==> config.mk <==
export PLATFORM = sky130hd
export DESIGN_NAME = gsim_mem_arbiter
export DESIGN_NICKNAME = d
export VERILOG_FILES = /design/src/rtl/gsim_mem_arbiter.sv
export SDC_FILE = /design/constraint.sdc
export NUM_CORES = 1
export LEC_CHECK = 0
export CAP_MARGIN = 20
export CELL_PAD_IN_SITES_DETAIL_PLACEMENT = 1
export CELL_PAD_IN_SITES_GLOBAL_PLACEMENT = 1
export CORE_AREA = 2 2 319 321
export CTS_CLUSTER_SIZE = 16
export DETAILED_ROUTE_END_ITERATION = 16
export DIE_AREA = 0 0 321 323
export PLACE_DENSITY_LB_ADDON = 0.1
export RECOVER_POWER = 50
export SLEW_MARGIN = 10
export SYNTH_ARGS = -nofsm -noshare
export SYNTH_HDL_FRONTEND = slang
export SYNTH_SLANG_ARGS = --single-unit
==> constraint.sdc <==
create_clock -name i_clk -period 2.8 [get_ports i_clk]
set_input_delay 0.28 -clock i_clk [delete_from_list [all_inputs] [get_ports i_clk]]
set_output_delay 0.28 -clock i_clk [all_outputs]
set_load 0.01 [all_outputs]
==> src/rtl/gsim_mem_arbiter.sv <==
// Round-robin arbiter sharing one matrix-memory read port between two solver engines.
// An in-order tag FIFO remembers the owner of each outstanding read so rows return to the right engine.
module gsim_mem_arbiter #(
  parameter int ADDR_W  = 10,
  parameter int DATA_W  = 256,
  parameter int MAX_OUT = 4
) (
  input  logic              i_clk,
  input  logic              i_reset_n,
  input  logic              i_req0_rreq,
  input  logic [ADDR_W-1:0] i_req0_addr,
  output logic              o_req0_rrdy,
  output logic [DATA_W-1:0] o_req0_dout,
  output logic              o_req0_dout_vld,
  input  logic              i_req1_rreq,
  input  logic [ADDR_W-1:0] i_req1_addr,
  output logic              o_req1_rrdy,
  output logic [DATA_W-1:0] o_req1_dout,
  output logic              o_req1_dout_vld,
  output logic              o_mem_rreq,
  output logic [ADDR_W-1:0] o_mem_addr,
  input  logic              i_mem_rrdy,
  input  logic [DATA_W-1:0] i_mem_dout,
  input  logic              i_mem_dout_vld,
  output logic              o_err
);

  localparam int PTR_W = $clog2(MAX_OUT);
  localparam int CNT_W = PTR_W + 1;
  localparam logic [CNT_W-1:0] FULL_CNT = CNT_W'(MAX_OUT);

  logic               rrPtr_q, rrPtr_d;
  logic [MAX_OUT-1:0] tagMem_q;
  logic [PTR_W-1:0]   wrPtr_q, wrPtr_d;
  logic [PTR_W-1:0]   rdPtr_q, rdPtr_d;
  logic [CNT_W-1:0]   count_q, count_d;
  logic               err_q, err_d;
  logic               req0Vld_q, req1Vld_q;
  logic [DATA_W-1:0]  req0Dout_q, req1Dout_q;

  logic anyReq, winner, memRreq, push, pop, fifoEmpty, headTag;

  // When both engines ask, the one that did not win last time gets the port.
  assign anyReq    = i_req0_rreq | i_req1_rreq;
  assign winner    = (i_req0_rreq & i_req1_rreq) ? ~rrPtr_q : i_req1_rreq;
  assign memRreq   = anyReq & (count_q != FULL_CNT);
  assign push      = memRreq & i_mem_rrdy;
  assign fifoEmpty = (count_q == '0);
  assign pop       = i_mem_dout_vld & ~fifoEmpty;
  assign headTag   = tagMem_q[rdPtr_q];

  assign o_mem_rreq  = memRreq;
  assign o_mem_addr  = !anyReq ? '0 : (winner ? i_req1_addr : i_req0_addr);
  assign o_req0_rrdy = push & ~winner;
  assign o_req1_rrdy = push & winner;

  always_comb begin
    rrPtr_d = push ? winner : rrPtr_q;
    wrPtr_d = push ? wrPtr_q + PTR_W'(1) : wrPtr_q;
    rdPtr_d = pop ? rdPtr_q + PTR_W'(1) : rdPtr_q;
    count_d = count_q;
    if (push && !pop) begin
      count_d = count_q + CNT_W'(1);
    end else if (!push && pop) begin
      count_d = count_q - CNT_W'(1);
    end
    err_d = err_q | (i_mem_dout_vld & fifoEmpty);
  end

  // Returned rows are registered once and steered by the tag at the FIFO head.
  always_ff @(posedge i_clk or negedge i_reset_n) begin
    if (!i_reset_n) begin
      rrPtr_q    <= 1'b1;
      tagMem_q   <= '0;
      wrPtr_q    <= '0;
      rdPtr_q    <= '0;
      count_q    <= '0;
      err_q      <= 1'b0;
      req0Vld_q  <= 1'b0;
      req1Vld_q  <= 1'b0;
      req0Dout_q <= '0;
      req1Dout_q <= '0;
    end else begin
      rrPtr_q <= rrPtr_d;
      wrPtr_q <= wrPtr_d;
      rdPtr_q <= rdPtr_d;
      count_q <= count_d;
      err_q   <= err_d;
      if (push) begin
        tagMem_q[wrPtr_q] <= winner;
      end
      req0Vld_q <= pop & ~headTag;
      req1Vld_q <= pop & headTag;
      if (pop && !headTag) begin
        req0Dout_q <= i_mem_dout;
      end
      if (pop && headTag) begin
        req1Dout_q <= i_mem_dout;
      end
    end
  end

  assign o_req0_dout_vld = req0Vld_q;
  assign o_req1_dout_vld = req1Vld_q;
  assign o_req0_dout     = req0Dout_q;
  assign o_req1_dout     = req1Dout_q;
  assign o_err           = err_q;

endmodule
Word-level counts from Yosys, hierarchy flattened
Cells that the tools add are included.
{"block": "op_classes", "eq_ne": 1, "bitwise": 15, "n_reduce_logical": 10, "n_lt_le_gt_ge": 3, "muxes": 10, "n_addsub": 4}
{"op": "10-bit 2-to-1 mux", "n": 2}
{"op": "1-bit bitwise AND", "n": 9}
{"op": "2-bit by 3-bit < comparator with 1-bit output, second input constant", "n": 2}
{"op": "3-bit 2-to-1 mux", "n": 2}
{"op": "1-bit logical AND", "n": 5}
{"op": "2-bit by 1-bit adder with 2-bit output, second input constant", "n": 2}
{"op": "4-bit bitwise mux", "n": 1}
{"op": "1-bit NOT", "n": 4}
{"op": "3-bit by 1-bit adder with 3-bit output, second input constant", "n": 1}
{"op": "1-bit logical NOT", "n": 3}
{"op": "3-bit logical NOT", "n": 1}
{"op": "1-bit 2-to-1 mux", "n": 3}
{"op": "3-bit != test, second input constant", "n": 1}
{"op": "3-bit by 1-bit subtractor with 3-bit output, second input constant", "n": 1}
{"op": "1-bit binary-select mux with 2-bit select", "n": 1}
{"op": "1-bit demux with 2-bit select", "n": 1}
{"op": "2-bit by 1-bit >= comparator with 1-bit output, second input constant", "n": 1}
{"op": "1-bit OR", "n": 2}
{"op": "2-bit nonzero test", "n": 1}
{"block": "totals", "register_bits": 527, "output_inout_bits": 528, "in_bits": 282, "elab_cells": 53}

Depth between registers and ports, before layout
Gate-level depths: netlist of run 1.
{"block": "logic_depth", "word_depth": 7, "ltp_mapped": 8, "ltp_nobuf": 8}

Least setup slack after synthesis of run 1
Ideal clock, no wire load.
{"block": "synth_path", "kind": "register -> register", "from": "reg count_q[0]", "to": "reg count_q[1]", "n_path_buf": 0, "t_required_ns": 2.675, "stages_incl_launch_ff": 7, "setup_time_ns": 0.125, "period_less_slack_ns": 2.166, "slack_ns": 0.634, "t_arrival_ns": 2.041, "path_cell_list": "dfrtp_1 -> nor3b_1 -> nor3b_2 -> ha_1 -> inv_1 -> fa_1 -> mux2_2"}
{"block": "synth_between", "word_cells_on_any_way": 15, "cone_classes": "add/sub (2); eq/ne (1); mux (2); bitwise (4); reduce/logical (6)"}
{"element": "start: declaration", "line_no": "36", "text": "logic [CNT_W-1:0] count_q, count_d;"}
{"element": "start signal: assignment", "line_no": "87", "text": "count_q <= count_d;"}
{"element": "3-bit != test", "line_no": "46", "text": "assign memRreq = anyReq & (count_q != FULL_CNT);"}
{"element": "1-bit bitwise AND", "line_no": "46"}
{"element": "1-bit bitwise AND", "line_no": "47", "text": "assign push = memRreq & i_mem_rrdy;"}
{"element": "named net push", "line_no": "41", "text": "logic anyReq, winner, memRreq, push, pop, fifoEmpty, headTag;"}
{"element": "1-bit logical AND", "line_no": "62", "text": "if (push && !pop) begin"}
{"element": "3-bit 2-to-1 mux", "line_no": "62"}
{"element": "named net count_d[1]", "line_no": "36"}
The timed path passes the listed nets, and every way through them passes these cells. The select of a mux whose other input is x is not followed.
A chain may end at the register's enable or synchronous reset.

Final worst setup path of run 1
{"block": "layout_path", "from": "reg count_q[2]", "to": "out o_req0_rrdy"}
{"block": "layout_between", "elab_chain_cells": 4}
{"element": "3-bit != test", "line_no": "46"}
{"element": "1-bit bitwise AND", "line_no": "46"}
{"element": "1-bit bitwise AND", "line_no": "47"}
{"element": "named net push", "line_no": "41"}
{"element": "1-bit bitwise AND", "line_no": "54", "text": "assign o_req0_rrdy = push & ~winner;"}
{"element": "end: declaration", "line_no": "12", "text": "output logic o_req0_rrdy,"}
The timed path passes the listed nets, and every way through them passes these cells.

==> results.sh, run 1 <==
export IMPL_setup_viol=0
export IMPL_crit_path_frequent_cell="nor3b_2"
export IMPL_yosys_warnings=0
export IMPL_syn_inst=1174
export IMPL_place_area_um2=30500
export IMPL_netlist_area_um2=20900
export IMPL_insertion_delay_ns=0.62
export IMPL_grt_max_degree=80
export IMPL_busiest_layer="met2"
export IMPL_maxCapViolations=1
export IMPL_drt_iter0_drc=395
export IMPL_coreArea_um2=101000
export IMPL_antenna_found_initial=11
export IMPL_ir_worst_vdd_v=0.000545
export IMPL_ios=810
export IMPL_slowest_stage="clkdlybuf4s50_1"
export IMPL_drc=0
export IMPL_synth_cell_type_count=30
export IMPL_nNetsFinal=2329
export IMPL_slew_headroom=-0.499
export IMPL_multi_input_area_um2=7030
export IMPL_final_area_um2=32700
export IMPL_htreeDepth=3
export IMPL_fin_skew_ns=0.0208
export IMPL_finalHoldViolCount=0
export IMPL_routedWlPerCell_um=22.2
export IMPL_syn_area_per_cell_um2=17.8
export IMPL_worstMarginPinSlew_ns=2.25
export IMPL_grt_overflow_total=0
export IMPL_area_sequential_um2=13200
export IMPL_drive_gt1_frac=0.315
export IMPL_grt_use_total=0.142
export IMPL_via_per_inst=3.96
export IMPL_post_route_util=0.325
export IMPL_max_stage_delay_ns=0.54
export IMPL_crit_fanout=4
export IMPL_crit_type="reg2out"
export IMPL_cts_root_buf="clkbuf_16"
export IMPL_wl_um=75400
export IMPL_crit_chain="nor3b_2 -> nor3b_2 -> buf_4 -> nor2b_1 -> clkdlybuf4s50_1"
export IMPL_endpoint_kind="primary output"
export IMPL_gp_congestion=0.782
export IMPL_cts_sinks=527
export IMPL_tns_ns=0
export IMPL_cts_tree="done"
export IMPL_cts_buffer_depth=3
export IMPL_dr_total_vias=13500
export IMPL_die_h_um=323
export IMPL_use_met2=0.256
export IMPL_dpl_hpwl_um=56600
export IMPL_total_power_mw=43.4
export IMPL_grtUsageMet1=0.152
export IMPL_critPathLaunchType="flop"
export IMPL_dieWidth_um=321
export IMPL_hp_class="in2reg"
export IMPL_period_share=0.899
export IMPL_ys_ff_latch=527
export IMPL_leakagePower_nw=13.8
export IMPL_max_freq_mhz=397
export IMPL_grt_pass1_wl_um=109000
export IMPL_ys_seq_area_frac=0.630
export IMPL_status="complete, but fails checks"
export IMPL_clk_pin_slew_ns=0.06
export IMPL_violations="capacitance limit, slew limit"
export IMPL_critPathArrivalTime_ns=2.24
export IMPL_area_growth_pct=56.3
export IMPL_num_rows=117
export IMPL_ant_nets=0
export IMPL_die_area_um2=104000
export IMPL_crit_required_ns=2.52
export IMPL_powerDensity_nw_per_um2=1330
export IMPL_finalMaxSlewViolations=63
export IMPL_rsz0062_at_grt="false"
export IMPL_period_needed_ns=2.52
export IMPL_fill_cells=10500
export IMPL_io_buffers=809
export IMPL_firstDrtPassIters=4
export IMPL_start_util=0.208
export IMPL_cts_buffers=68
export IMPL_grtUsageMet3=0.0591
export IMPL_first_global_vias=15100
export IMPL_synthesis_nets=1462
## synth_stat cells
master	n	area [µm²]
nor2_4	1	11.3
fa_1	1	20.0
buf_2	2	10.0
nor2_1	3	11.3
o31a_1	1	8.76
buf_12	22	440
o21ai_0	10	50.1
a21boi_1	1	7.51
clkbuf_1	3	11.3
inv_1	4	15.0
a21o_1	1	7.51
nor3_1	5	25.0
inv_2	1	3.75
xor2_1	2	17.5
ha_1	5	62.6
mux2_2	310	3490
mux2_1	9	101
nand2_1	25	93.8
nor3b_1	1	7.51
dfstp_2	1	26.3
nor3b_2	1	12.5
nand2_2	1	6.26
mux4_2	1	22.5
dfrtp_1	526	13200
xnor2_1	4	35.0
nor2b_1	1	6.26
buf_6	4	45.0
mux2_4	200	3000
and2_1	1	6.26
buf_4	27	203
## cell families (layout without fill, tap and decap cells)
kind of cell             Yosys count  count (layout)  share of synthesized area
flip-flops                       527             527                      0.630
multiplexers                     520             520                      0.316
buffers and inverters             63             979                     0.0348
AND/OR/NAND/NOR                   39              39                    0.00861
AO/OA/AOI/OAI                     13              13                    0.00353
adder cells (fa/ha/maj)            6               6                    0.00395
XOR/XNOR                           6               6                    0.00251
other                              0               4                          0
## routing by layer
layer | vias to the layer above | share of wire
met5 | - | 0.0016
met4 | 18 | 0.027
met3 | 119 | 0.088
met2 | 517 | 0.52
met1 | 6945 | 0.36
li1 | 5889 | -
## state kept, by name, summed over array words and instances, names as in the netlist
register	flops
o_req0_dout	256
o_req1_dout	256
tagMem_q	4
count_q	3
rdPtr_q	2
wrPtr_q	2
o_err	1
o_req0_dout_vld	1
o_req1_dout_vld	1
rrPtr_q	1
## stage by stage
step	cells	hold WS [ns]	setup WS, ns
3_3_place_gp	3278	0.358	0.310
2_1_floorplan	1174	-0.0156	0.634
6_report	3403	0.296	0.283
4_1_cts	3399	0.229	0.0595
3_5_place_dp	3278	0.365	0.320
5_1_grt	3399	0.261	0.0817
## cell type report
type,count,area share
Tap cell,1309,0.0501
Clock buffer,104,0.0617
Inverter,5,0.000574
Multi-Input combinational cell,584,0.215
Timing Repair Buffer,855,0.263
Sequential cell,527,0.403
Clock inverter,15,0.00623
Antenna cell,4,0.000306
## where the power goes
part           total (mW)  switching [mW]  internal [mW]  leakage (nW)
Combinational        20.8            8.51           12.3          6.56
Sequential           13.8            2.10           11.7          6.19
Clock                8.76            3.43           5.33          1.09
Total                43.4            14.0           29.3          13.8
## timing repair
item / CTS / global route
setup endpoints to repair: 2 / 2
gates resized for setup: 0 / 1
hold buffers: 1 / 0
buffers inserted: 1 / 0
hold endpoints to repair: 54 / 0
pin swaps: 1 / 0
## layout by cell type (no fill, tap or decap), types with 2 or more instances in the layout
cell type	instances
clkdlybuf4s50_1	559
dfrtp_1	526
mux2_2	310
dlygate4sd3_1	250
mux2_4	200
clkbuf_16	70
nand2_1	25
clkbuf_1	23
buf_4	17
buf_12	16
clkbuf_8	14
o21ai_0	10
clkbuf_2	10
mux2_1	9
nor3_1	5
ha_1	5
clkinv_2	5
diode_2	4
inv_1	4
xnor2_1	4
inv_6	4
bufinv_16	4
nor2_1	3
nor3b_2	2
xor2_1	2
## final timing paths
| check | start | to | slack (ns) | cells past startpoint |
|---|---|---|---|---|
| min reg2reg | o_req0_dout[194] | o_req0_dout[194] | 0.48 | 1 |
| min in group asynchronous | i_reset_n | o_req0_dout[58] | 0.89 | 2 |
| max in group asynchronous | i_reset_n | o_req0_dout[93] | 0.46 | 4 |
| max reg2reg | count_q[0] | o_req1_dout[220] | 0.38 | 6 |
| max | count_q[2] | o_req0_rrdy | 0.28 | 5 |
| min | i_mem_dout[193] | o_req0_dout[193] | 0.30 | 2 |
## critical path: cells and delay by family, from the launching register on
| family | cells | cell delay [ns] |
|---|---|---|
| buffers and inverters | 2 | 0.69 |
| DFF | 1 | 0.41 |
| and+or+nand+nor | 3 | 0.53 |
(Power assumes the default switching activity.)
==> inputs of run 2 (changes only) <==
--- a/config.mk
+++ b/config.mk
@@ -8,10 +8,10 @@
 export CAP_MARGIN = 20
 export CELL_PAD_IN_SITES_DETAIL_PLACEMENT = 1
 export CELL_PAD_IN_SITES_GLOBAL_PLACEMENT = 1
-export CORE_AREA = 2 2 319 321
+export CORE_AREA = 3 3 311 313
 export CTS_CLUSTER_SIZE = 16
 export DETAILED_ROUTE_END_ITERATION = 16
-export DIE_AREA = 0 0 321 323
+export DIE_AREA = 0 0 314 316
 export PLACE_DENSITY_LB_ADDON = 0.1
 export RECOVER_POWER = 50
 export SLEW_MARGIN = 10
==> results.sh, run 2 (synthesized netlist as in run 1, its figures left out) <==
export IMPL_drt_iter0_drc=451
export IMPL_worstMarginPinSlew_ns=2.14
export IMPL_finalMaxSlewViolations=60
export IMPL_via_per_inst=4.04
export IMPL_routedWlPerCell_um=23.1
export IMPL_gp_congestion=0.768
export IMPL_endpoint_kind="primary output"
export IMPL_start_util=0.221
export IMPL_tns_ns=0
export IMPL_maxCapViolations=1
export IMPL_finalHoldViolCount=0
export IMPL_max_stage_delay_ns=0.55
export IMPL_coreArea_um2=94600
export IMPL_powerDensity_nw_per_um2=1330
export IMPL_dr_total_vias=13600
export IMPL_cts_tree="done"
export IMPL_max_freq_mhz=390
export IMPL_final_area_um2=32700
export IMPL_firstDrtPassIters=4
export IMPL_io_buffers=809
export IMPL_first_global_vias=15100
export IMPL_fin_skew_ns=0.0230
export IMPL_cts_buffer_depth=3
export IMPL_hp_class="in2reg"
export IMPL_dpl_hpwl_um=59000
export IMPL_die_h_um=316
export IMPL_crit_type="reg2out"
export IMPL_p_sw_frac=0.325
export IMPL_area_growth_pct=56.3
export IMPL_leakagePower_nw=13.9
export IMPL_antenna_found_initial=14
export IMPL_setup_viol=0
export IMPL_grt_pass1_wl_um=110000
export IMPL_insertion_delay_ns=0.60
export IMPL_status="complete, but fails checks"
export IMPL_final_common_cell="clkdlybuf4s50_1"
export IMPL_dieWidth_um=314
export IMPL_total_power_mw=43.5
export IMPL_rsz0062_at_grt="false"
export IMPL_fill_cells=9743
export IMPL_ios=810
export IMPL_critPathArrivalTime_ns=2.28
export IMPL_drive_gt1_frac=0.317
export IMPL_cts_buffers=69
export IMPL_period_share=0.916
export IMPL_ir_worst_vdd_v=0.000559
export IMPL_post_cts_buffers=0
export IMPL_p_seq_frac=0.316
export IMPL_clk_pin_slew_ns=0.05
export IMPL_htreeDepth=3
export IMPL_crit_chain="nor3b_4 -> nor3b_2 -> buf_4 -> nor2b_1 -> clkdlybuf4s50_1"
export IMPL_cts_sinks=527
export IMPL_grt_use_total=0.152
export IMPL_num_rows=113
export IMPL_whs_ns=0.311
export IMPL_crit_fanout=6
export IMPL_slew_headroom=-0.426
export IMPL_place_area_um2=30600
export IMPL_p_comb_frac=0.487
export IMPL_ant_nets=0
export IMPL_p_switching_mw=14.1
export IMPL_critPathLaunchType="flop"
export IMPL_layout_common_cells="clkdlybuf4s50_1 (563), dfrtp_1 (526), mux2_2 (310)"
export IMPL_intPower_mw=29.4
export IMPL_nNetsFinal=2337
export IMPL_grt_overflow_total=0
export IMPL_cts_root_buf="clkbuf_16"
export IMPL_crit_required_ns=2.52
export IMPL_post_route_util=0.346
export IMPL_p_clk_frac=0.197
export IMPL_wl_um=77800
export IMPL_period_needed_ns=2.56
export IMPL_violations="capacitance limit, slew limit"
export IMPL_grt_max_degree=83
export IMPL_die_area_um2=99200
export IMPL_slowest_stage="clkdlybuf4s50_1"
export IMPL_drc=0
==> run 2: routing by layer <==
| layer | global-route usage | wire (µm) | up-vias |
|---|---|---|---|
| met4 | 0.0575 | 2230 | 12 |
| met2 | 0.273 | 40700 | 529 |
| met1 | 0.160 | 27800 | 7057 |
| li1 | - | - | 5889 |
| met3 | 0.0595 | 6940 | 118 |
| met5 | 0 | 93 | - |
==> run 2: cell type report <==
class	instances	area (µm²)	area share
Inverter	5	18.8	0.000574
Tap cell	1265	1580	0.0484
Clock inverter	13	121	0.00371
Clock buffer	105	2050	0.0628
Sequential cell	527	13200	0.403
Timing Repair Buffer	862	8700	0.266
Antenna cell	5	12.5	0.000382
Multi-Input combinational cell	584	7030	0.215
==> run 2: path summary, 6_finish.rpt <==
check,end,cells after the start,start,slack [ns]
max,o_req0_rrdy,5,count_q[2],0.24
min,o_req0_dout[200],2,i_mem_dout[200],0.31
max reg2reg,o_req0_dout[172],5,rdPtr_q[0],0.58
min reg2reg,o_err,1,o_err,0.46
max in group asynchronous,o_req1_dout[133],4,i_reset_n,0.36
min in group asynchronous,o_req1_dout[118],2,i_reset_n,0.82
==> run 2: worst max-delay path: cells and delay by family, from the launching register on <==
family / cells / cell delay [ns]
buf+inv: 2 / 0.73
simple gates: 3 / 0.56
flops: 1 / 0.42
==> run 2: repair_timing <==
item	4_1_cts	5_1_grt
gates cloned	0	0
pin swaps	0	0
hold endpoints to repair	50	0
hold buffers	1	0
setup endpoints to repair	2	2
resized for setup	1	1
==> run 2: through the flow <==
stage	std cells	setup slack [ns]
global route	3365	0.0516
floorplan	1174	0.634
CTS	3361	0.0854
finish	3366	0.236
global placement	3242	0.458
detailed placement	3242	0.432
==> run 2: power by group through the flow <==
stage	combinational (mW)	clock, mW	sequential, mW
floorplan	9.21	0	15.5
global placement	22.1	0	13.8
detailed placement	22.3	0	13.9
CTS	22.4	8.98	13.9
global route	22.4	9.31	14.3
finish	21.2	8.58	13.7
==> inputs of run 3 (changes only) <==
--- a/config.mk
+++ b/config.mk
@@ -8,10 +8,10 @@
 export CAP_MARGIN = 20
 export CELL_PAD_IN_SITES_DETAIL_PLACEMENT = 1
 export CELL_PAD_IN_SITES_GLOBAL_PLACEMENT = 1
-export CORE_AREA = 3 3 311 313
+export CORE_AREA = 3 3 310 312
 export CTS_CLUSTER_SIZE = 16
 export DETAILED_ROUTE_END_ITERATION = 16
-export DIE_AREA = 0 0 314 316
+export DIE_AREA = 0 0 313 315
 export PLACE_DENSITY_LB_ADDON = 0.1
 export RECOVER_POWER = 50
 export SLEW_MARGIN = 10
==> results.sh, run 3 (synthesized netlist as in run 1, its figures left out) <==
export IMPL_nNetsFinal=2334
export IMPL_worst_slack_ns=0.166
export IMPL_fin_skew_ns=0.0194
export IMPL_antenna_found_initial=12
export IMPL_cts_buffers=68
export IMPL_grt_max_degree=82
export IMPL_ios=810
export IMPL_via_per_inst=4.02
export IMPL_cts_buffer_depth=3
export IMPL_crit_fanout=6
export IMPL_die_area_um2=98600
export IMPL_final_area_um2=32700
export IMPL_dpl_hpwl_um=59200
export IMPL_gp_congestion=0.769
export IMPL_cts_root_buf="clkbuf_16"
export IMPL_r2r_slack_ns=0.47
export IMPL_status="complete, but fails checks"
export IMPL_multi_input_area_um2=7030
export IMPL_crit_required_ns=2.52
export IMPL_pre_cts_ws_ns=0.387
export IMPL_dieWidth_um=313
export IMPL_place_area_um2=30500
export IMPL_ir_worst_vdd_v=0.000557
export IMPL_endpoint_kind="primary output"
export IMPL_final_cell_count_no_fill=3351
export IMPL_slowest_stage="clkdlybuf4s50_1"
export IMPL_io_buffers=809
export IMPL_post_route_util=0.350
export IMPL_r2r_end="o_req0_dout[134]"
export IMPL_drc=0
export IMPL_crit_buf_inv=3
export IMPL_violations="capacitance limit, slew limit"
export IMPL_num_rows=112
export IMPL_grt_pass1_wl_um=112000
export IMPL_hp_class="in2reg"
export IMPL_area_sequential_um2=13200
export IMPL_drt_iter0_drc=549
export IMPL_worstMarginPinSlew_ns=1.93
export IMPL_holdPathEnd="o_req0_dout[194]"
export IMPL_finalMaxSlewViolations=59
export IMPL_layout_common_cells="clkdlybuf4s50_1 (565), dfrtp_1 (526), mux2_2 (309)"
export IMPL_cts_sinks=527
export IMPL_period_share=0.941
export IMPL_min_path_cells=2
export IMPL_total_power_mw=43.4
export IMPL_leakagePower_nw=13.8
export IMPL_tns_ns=0
export IMPL_setup_viol=0
export IMPL_slew_headroom=-0.288
export IMPL_powerDensity_nw_per_um2=1330
export IMPL_rsz0062_at_grt="false"
export IMPL_r2r_start="rdPtr_q[0]"
export IMPL_grt_overflow_total=0
export IMPL_ant_nets=0
export IMPL_crit_chain="nor3b_1 -> buf_4 -> nor3b_4 -> buf_6 -> and2_1 -> clkdlybuf4s50_1"
export IMPL_grt_use_total=0.154
export IMPL_r2r_cells=5
export IMPL_critPathArrivalTime_ns=2.35
export IMPL_first_global_vias=15400
export IMPL_dr_total_vias=13500
export IMPL_clk_pin_slew_ns=0.06
export IMPL_dp_cells=3228
export IMPL_final_common_cell="clkdlybuf4s50_1"
export IMPL_max_stage_delay_ns=0.53
export IMPL_whs_ns=0.297
export IMPL_drive_gt1_frac=0.313
export IMPL_start_util=0.224
export IMPL_routedWlPerCell_um=23.2
export IMPL_crit_type="reg2out"
export IMPL_maxCapViolations=1
export IMPL_firstDrtPassIters=4
export IMPL_period_needed_ns=2.63
export IMPL_coreArea_um2=93300
export IMPL_min_delay_start="i_mem_dout[194]"
export IMPL_cts_tree="done"
export IMPL_die_h_um=315
export IMPL_area_growth_pct=56.1
export IMPL_path_delay_family="buffers and inverters"
export IMPL_wl_um=77900
export IMPL_max_freq_mhz=380
export IMPL_insertion_delay_ns=0.62
export IMPL_fill_cells=9700
export IMPL_htreeDepth=3
export IMPL_critPathLaunchType="flop"
export IMPL_finalHoldViolCount=0
run 3: cell count changes in the layout (fill, tap and decap cells not counted), sizes merged:
cell,delta
clkinv,-4
inv,+3
clkdlybuf4s50,+2
buf,-7
bufinv,-1
dlygate4sd3,-3
clkbuf,+4
clkinvlp,-1
dlygate4sd2,+1
diode,+2
run 3: power by group:
group / switching [mW] / internal, mW / total (mW)
logic: 8.65 / 12.4 / 21.1
registers: 2.11 / 11.7 / 13.8
clock network: 3.47 / 5.04 / 8.52
run 3: final cells by class:
type	count	share of cell area
sequential	527	0.404
timing repair buffer	860	0.266
multi-input combinational	584	0.215
clock buffer	104	0.0614
tap	1254	0.0480
clock inverter	10	0.00448
inverter	5	0.000575
antenna	7	0.000536
run 3: worst max-delay path by stage:
stage	startpoint	to	slack (ns)	cells after the start
2_1_floorplan	count_q[0]	count_q[1]	0.63	6
3_3_place_gp	i_mem_dout_vld	o_req0_dout[178]	0.44	7
3_5_place_dp	i_mem_dout_vld	o_req0_dout[172]	0.39	7
4_1_cts	count_q[2]	o_req1_rrdy	0.02	6
5_1_grt	count_q[2]	o_req1_rrdy	0.04	6
6_report	count_q[2]	o_req1_rrdy	0.17	6
run 3: repair_timing:
| item | CTS | global route |
|---|---|---|
| setup endpoints to repair | 2 | 1 |
| pin swaps | 0 | 1 |
| hold endpoints to repair | 52 | 0 |
| gates resized for setup | 2 | 1 |
| setup buffers | 0 | 1 |
| hold buffers | 1 | 0 |
run 3: worst register-to-register path: stages, from the launching register on:
cell,delay (ns)
dfrtp_1,0.40
mux4_2,0.61
nor2_4,0.18
buf_12,0.31
buf_4,0.39
mux2_4,0.32
run 3: routing by layer:
layer / vias to the layer above / track usage / share of wire
met4: 10 / 0.0457 / 0.024
li1: 5875 / - / -
met2: 525 / 0.275 / 0.52
met5: - / 0 / 0.00069
met1: 6960 / 0.164 / 0.36
met3: 110 / 0.0643 / 0.089
